File: src/rtl/high_score_keeper_if.sv
// high_score_keeper_if: login, game-result and score-report signals between the access controller and the keeper
interface high_score_keeper_if;
  logic       valid_in;
  logic [2:0] user_ID;
  logic       game_over;
  logic [7:0] game_score;
  logic [7:0] user_high;
  logic [7:0] top_score;
  logic [2:0] top_user;
  logic       new_record;
  logic       busy;
  logic       id_err;
  modport master (
    output valid_in, user_ID, game_over, game_score,
    input  user_high, top_score, top_user, new_record, busy, id_err
  );
  modport slave (
    input  valid_in, user_ID, game_over, game_score,
    output user_high, top_score, top_user, new_record, busy, id_err
  );
endinterface

File: src/rtl/high_score_keeper.sv
// high_score_keeper: six-user high-score table with per-user login, record detection and overall leader tracking
module high_score_keeper (
  input logic clk,
  input logic rst,
  high_score_keeper_if.slave bus
);
  typedef enum logic [2:0] {IDLE, LOAD, READY, CMP, WRITE} state_t;
  state_t state, state_n;
  logic [7:0] tbl [0:5];
  logic [2:0] cur_id;
  logic [7:0] score_q;
  logic [7:0] user_high_q;
  logic [7:0] top_score_q;
  logic [2:0] top_user_q;
  logic       valid_q;
  logic       id_err_q;
  logic       rise;
  logic       bad_id;
  logic [7:0] best;
  logic [2:0] best_id;
  assign rise = bus.valid_in && !valid_q;
  assign bad_id = bus.user_ID > 3'd5;
  always_comb begin
    state_n = state;
    case (state)
      IDLE:    state_n = (rise && !bad_id) ? LOAD : IDLE;
      LOAD:    state_n = READY;
      READY:   state_n = bus.game_over ? CMP : READY;
      CMP:     state_n = (score_q > user_high_q) ? WRITE : READY;
      WRITE:   state_n = READY;
      default: state_n = IDLE;
    endcase
    if (state != IDLE && !bus.valid_in) state_n = IDLE;
  end
  always_comb begin
    best = '0;
    best_id = '0;
    for (int i = 0; i < 6; i++)
      if (tbl[i] > best) begin
        best = tbl[i];
        best_id = 3'(i);
      end
  end
  always_ff @(posedge clk) begin
    if (rst) begin
      state <= IDLE;
      for (int i = 0; i < 6; i++) tbl[i] <= '0;
      cur_id <= '0;
      score_q <= '0;
      user_high_q <= '0;
      top_score_q <= '0;
      top_user_q <= '0;
      valid_q <= 1'b0;
      id_err_q <= 1'b0;
    end else begin
      state <= state_n;
      valid_q <= bus.valid_in;
      id_err_q <= state == IDLE && rise && bad_id;
      if (state == IDLE && rise && !bad_id) cur_id <= bus.user_ID;
      if (state == READY && bus.game_over) score_q <= bus.game_score;
      if (state == WRITE) tbl[cur_id] <= score_q;
      user_high_q <= state_n == IDLE ? 8'd0 : state == LOAD ? tbl[cur_id] : state == WRITE ? score_q : user_high_q;
      top_score_q <= best;
      top_user_q <= best_id;
    end
  end
  assign bus.user_high = user_high_q;
  assign bus.top_score = top_score_q;
  assign bus.top_user = top_user_q;
  assign bus.new_record = state == WRITE;
  assign bus.busy = state == LOAD || state == CMP || state == WRITE;
  assign bus.id_err = id_err_q;
endmodule

File: src/flat_wrapper.sv
// flat-port wrapper written by rule: the top's interface ports become plain ports
module high_score_keeper_flat 
  (clk, rst, bus_valid_in, bus_user_ID, bus_game_over, bus_game_score, bus_user_high, bus_top_score, bus_top_user, bus_new_record, bus_busy, bus_id_err);
  high_score_keeper_if bus_i ();
  input logic clk;
  input logic rst;
  input wire logic [$bits(bus_i.valid_in)-1:0] bus_valid_in;
  input wire logic [$bits(bus_i.user_ID)-1:0] bus_user_ID;
  input wire logic [$bits(bus_i.game_over)-1:0] bus_game_over;
  input wire logic [$bits(bus_i.game_score)-1:0] bus_game_score;
  output wire logic [$bits(bus_i.user_high)-1:0] bus_user_high;
  output wire logic [$bits(bus_i.top_score)-1:0] bus_top_score;
  output wire logic [$bits(bus_i.top_user)-1:0] bus_top_user;
  output wire logic [$bits(bus_i.new_record)-1:0] bus_new_record;
  output wire logic [$bits(bus_i.busy)-1:0] bus_busy;
  output wire logic [$bits(bus_i.id_err)-1:0] bus_id_err;
  assign bus_i.valid_in = bus_valid_in;
  assign bus_i.user_ID = bus_user_ID;
  assign bus_i.game_over = bus_game_over;
  assign bus_i.game_score = bus_game_score;
  assign bus_user_high = bus_i.user_high;
  assign bus_top_score = bus_i.top_score;
  assign bus_top_user = bus_i.top_user;
  assign bus_new_record = bus_i.new_record;
  assign bus_busy = bus_i.busy;
  assign bus_id_err = bus_i.id_err;
  high_score_keeper u_core (.clk(clk), .rst(rst), .bus(bus_i));
endmodule
File: config.mk
export PLATFORM = sky130hd
export DESIGN_NAME = high_score_keeper_flat
export DESIGN_NICKNAME = d
export VERILOG_FILES = /design/src/rtl/high_score_keeper_if.sv /design/src/rtl/high_score_keeper.sv /design/src/flat_wrapper.sv
export SDC_FILE = /design/constraint.sdc
export NUM_CORES = 1
export LEC_CHECK = 0
export CAP_MARGIN = 30
export CORE_UTILIZATION = 56
export DETAILED_ROUTE_END_ITERATION = 8
export PLACE_DENSITY = 0.76
export SLEW_MARGIN = 20
export SYNTH_ARGS = -nofsm -noshare
export SYNTH_HDL_FRONTEND = slang
export SYNTH_SLANG_ARGS = --single-unit
File: constraint.sdc
create_clock -name clk -period 9.8 [get_ports clk]
set_clock_uncertainty 0.1 [all_clocks]
set_input_delay 1.96 -clock clk [delete_from_list [all_inputs] [get_ports clk]]
set_output_delay 1.96 -clock clk [all_outputs]
set_load 0.02 [all_outputs]
Yosys cells after proc, flatten, opt, wreduce, memory -nomap -nowiden
Memory sizes are Yosys's and may differ from the RTL's. A register that Yosys moved wholly into a read port is not among the register bits.
Index checks and enable logic that the tools add are counted.
Widths: inputs -> output; s select.
{"block": "totals", "reg_bits": 27, "mem_bits_rw": 48, "inputBits": 15, "out_inout_bits": 22, "elab_cells": 65, "memories": 1}
{"memory": "u_core.tbl", "words": 6, "word_bits": 8, "read_ports": 7, "rd_ports_with_merged_regs": 1, "write_ports": 6, "line": "high_score_keeper.sv:9", "rtl": "logic [7:0] tbl [0:5];"}
{"block": "classes", "n_lt_le_gt_ge": 8, "n_eq_ne": 4, "n_mux": 24, "reduce_logical": 20}
{"cell": "$mux 8", "n": 7}
{"cell": "$gt 8x8->1", "n": 6}
{"cell": "$mux 3", "n": 5}
{"cell": "$pmux 3 s4", "n": 1}
{"cell": "$mux 1", "n": 9}
{"cell": "$gt 8x1->1 const B", "n": 1}
{"cell": "$reduce_or 8->1", "n": 1}
{"cell": "$logic_and 1x1->1", "n": 7}
{"cell": "$eq 3x2->1 const B", "n": 2}
{"cell": "$logic_not 3->1", "n": 2}
{"cell": "$mux 2", "n": 2}
{"cell": "$reduce_or 2->1", "n": 2}
{"cell": "$eq 3x1->1 const B", "n": 1}
{"cell": "$eq 3x3->1 const B", "n": 1}
{"cell": "$gt 3x3->1 const B", "n": 1}
{"cell": "$logic_not 1->1", "n": 3}
{"cell": "$reduce_bool 3->1", "n": 1}
{"cell": "$reduce_or 3->1", "n": 1}
{"cell": "$logic_or 1x1->1", "n": 2}
{"cell": "$reduce_bool 2->1", "n": 1}

Logic depth before layout (Yosys ltp)
An unclocked memory read counts as a cell.
{"block": "depth", "ltp_word": 13, "mapped_depth": 47, "ltp_nobuf": 43}

Least setup slack after synthesis
Ideal clock, no wire load.
{"block": "synth_path", "path_kind": "register to register", "from": "memory u_core.tbl[1][1]", "to": "register u_core.top_score_q[0] (netlist: u_core.bus.top_score[0])", "t_arrival_ns": 8.411, "path_slack_ns": 1.229, "stages_incl_launch_ff": 46, "period_less_slack_ns": 8.571, "path_cell_list": "edfxtp_1 ha_1 nor2b_1 o211a_1 o21ai_1 and2_4 buf_6 mux2i_1 ha_1 and4b_1 a211oi_2 o22ai_2 clkinv_2 clkbuf_1 nor2_1 a21o_1 ha_1 a21o_1 (+10 left out) nor2b_1 o21a_1 o21a_1 o21ai_0 nand3b_1 nand2_1 clkbuf_1 mux2i_1 ha_1 nor2b_1 o21a_1 o21a_1 o21ai_0 a21oi_1 o31ai_1 nand2_1 nor2_1 a221o_1"}
{"element": "from (decl)", "line": "high_score_keeper.sv:9"}
{"element": "to (signal assigned)", "line": "high_score_keeper.sv:63", "rtl": "top_score_q <= best;"}
{"element": "to (decl)", "line": "high_score_keeper.sv:13", "rtl": "logic [7:0] top_score_q;"}

==> flow_summary.ini <==
[outcome]
outcome = completed

[setup_path]
worstSetupPathType = reg -> reg
endpoint_kind = flip-flop
critical_path_arrival_ns = 9.24
critical_path_required_ns = 10.03
crit_top_cell = ha_1
slowest_delay_ns = 0.46
critPathSlowestCell = edfxtp_1
startpoint_type = flip-flop
cp_max_fo = 15

[yosys]
yosys.area.top_type = edfxtp_1
yosysTopAreaCellShare_pct = 33.4
synth_area_per_cell_sq_um = 10.5
syn-cell-area_sq_um = 5750
synth_cells = 547
yosysWarnings = 0
ys.flop_type = edfxtp_1
synth_seq_area_share_pct = 45.6
synth_cell_types = 52
synth_area_leaders = edfxtp_1 33%, dfxtp_1 12%, ha_1 10%
synth_common_cells = 74 x nor2_1, 64 x edfxtp_1, 49 x nand2_1
synth-seq-cells = 99
async_flop_share_pct = 0
synthesis.nets = 609
synth_edf_count = 64
synth.most_common_cell = nor2_1

[clock_network]
path_clk_slew_ns = 0.11
cts_buffers = 9
clock_path_buffers = 2
cts_tree = built
h-tree-depth = 3
cts_setup_buffers = 0
cts_root_buffer = clkbuf_8
clk_latency_ns = 0.38
cts.sinks = 99

[placed_design]
gp_congestion = 0.979
dpl.cell_count = 701
dp_hpwl_microns = 10200
numPortBuffers = 36

[cells_and_area]
diodes = 0
final_cells = 718
finalNetCount = 642
drive_above_1_share_pct = 9.74
area_growth_pct = 11.9

[die]
dieHeight_microns = 103
initial_core_util_pct = 58.3
die-area_sq_um = 10700
core-area_sq_um = 9860
io_pins = 37
dieWidth_microns = 103
rows = 36

[timing]
fin_crit_ns = 9.01
finalHoldViolCount = 0
tightestPinTransition_ns = 0.775
max_slew_margin_pct = 48.1
final-setup-viol-count = 0
finalSetupTns_ns = 0
fmax_mhz = 111
final.period_utilization_pct = 91.9
rsz0062_at_grt = false
slew_viol_final = 0

[grt]
grt-ovfl-total = 0
grt_usage_pct = 28.3
grt_pass1_wl_microns = 21900
grt_start_max_net_pins = 43
antenna_found_initial = 0
grt_pass1_vias = 4309

[power_and_ir_drop]
ir_drop_v = 0.000123
p_leak_nw = 2.57
power_density_nw_per_um2 = 165

[route]
drt_iter0_drc = 332
viasPerCell = 6.01
drt-total-wl_microns = 13600
drc_errors = 0
first_pass_iters = 6
num_vias = 4315
detail_route.wl_per_cell_microns = 19.0
drtAntennaViolNets = 0

[run]
max_cap_violations = 0

[hold_path]
min_path_type = reg -> reg
-- placed cells by master (no fill, tap or decap), types with 7 or more instances in the layout --
master	n
a21o_1	19
a21oi_1	30
a221o_1	8
a311oi_1	9
clkbuf_8	9
clkdlybuf4s50_1	36
dfxtp_1	35
edfxtp_1	64
ha_1	47
inv_1	42
mux2_2	10
mux2i_1	13
mux4_2	16
nand2_1	49
nand2b_1	9
nand3_1	8
nand4_1	7
nor2_1	74
nor2b_1	15
nor3_1	10
nor4b_1	7
o21a_1	9
o21ai_0	7
-- critical path, delay by kind of cell, from the launching register on --
kind | cells | cell delay, ns
AOI/OAI and AO/OA | 20 | 4.02
adders and majority gates | 5 | 1.45
buffers and inverters | 2 | 0.34
DFF | 1 | 0.46
muxes | 2 | 0.63
and+or+nand+nor | 11 | 1.96
-- metrics by stage --
stage	utilization (%)	power, mW	instance area (sq um)	worst slack (ns)	hold slack (ns)
after floorplan	-	0.717	5750	1.23	0.350
after global placement	63.0	0.802	6210	1.14	0.369
after detailed placement	63.3	0.811	6240	0.805	0.376
after CTS	65.1	1.06	6420	0.737	0.390
after global routing	65.2	1.11	6430	0.183	0.413
final	65.2	1.06	6430	0.793	0.388
-- registers in the layout (all words and copies together), names as in the netlist --
name                  flops
u_core.bus.id_err         1
u_core.bus.top_score      8
u_core.bus.top_user       3
u_core.bus.user_high      8
u_core.cur_id             3
u_core.score_q            8
u_core.state              3
u_core.tbl               64
u_core.valid_q            1
-- report_power, final --
group / internal, mW / switching (mW)
combinational: 0.146 / 0.180
clock: 0.0966 / 0.154
sequential: 0.467 / 0.0167
-- timing repair --
item / CTS / global route
endpoints found under the setup margin: 0 / 5
hold buffers: 0 / 0
resized for setup: 0 / 1
hold endpoints to repair: 0 / 0
-- kinds of logic after synthesis --
logic type / synth area share, %
AO/OA/AOI/OAI: 12.4
XOR/XNOR: 0.305
buffers and inverters: 4.48
flip-flops: 45.6
multiplexers: 11.0
AND/OR/NAND/NOR: 16.0
adder cells (fa/ha/maj): 10.2
-- path summary, 6_finish.rpt --
path | from | to | slack, ns | cells after the start
min reg2reg | u_core.score_q[1] | u_core.score_q[1] | 0.39 | 2
min | u_core.score_q[1] | u_core.score_q[1] | 0.39 | 2
max | u_core.tbl[1][1] | u_core.bus.top_score[7] | 0.79 | 40
max reg2reg | u_core.tbl[1][1] | u_core.bus.top_score[7] | 0.79 | 40
-- layer usage --
layer / wire, microns / vias up / share of wire [%] / GRT usage, %
li1: - / 2058 / - / -
met1: 5730 / 2067 / 42 / 36.9
met2: 6660 / 155 / 49 / 47.5
met3: 798 / 35 / 5.9 / 4.03
met4: 441 / 0 / 3.2 / 12.1
met5: 0 / - / 0 / 0
-- area by class of cell --
cell class | count | area, sq um
timing repair buffer | 43 | 430
clock inverter | 7 | 55.1
sequential | 99 | 2620
clock buffer | 9 | 124
fill | 763 | 3430
multi-input combinational | 384 | 2870
tap | 133 | 166
inverter | 43 | 163
No activity file was read; power rests on OpenSTA's default activity.
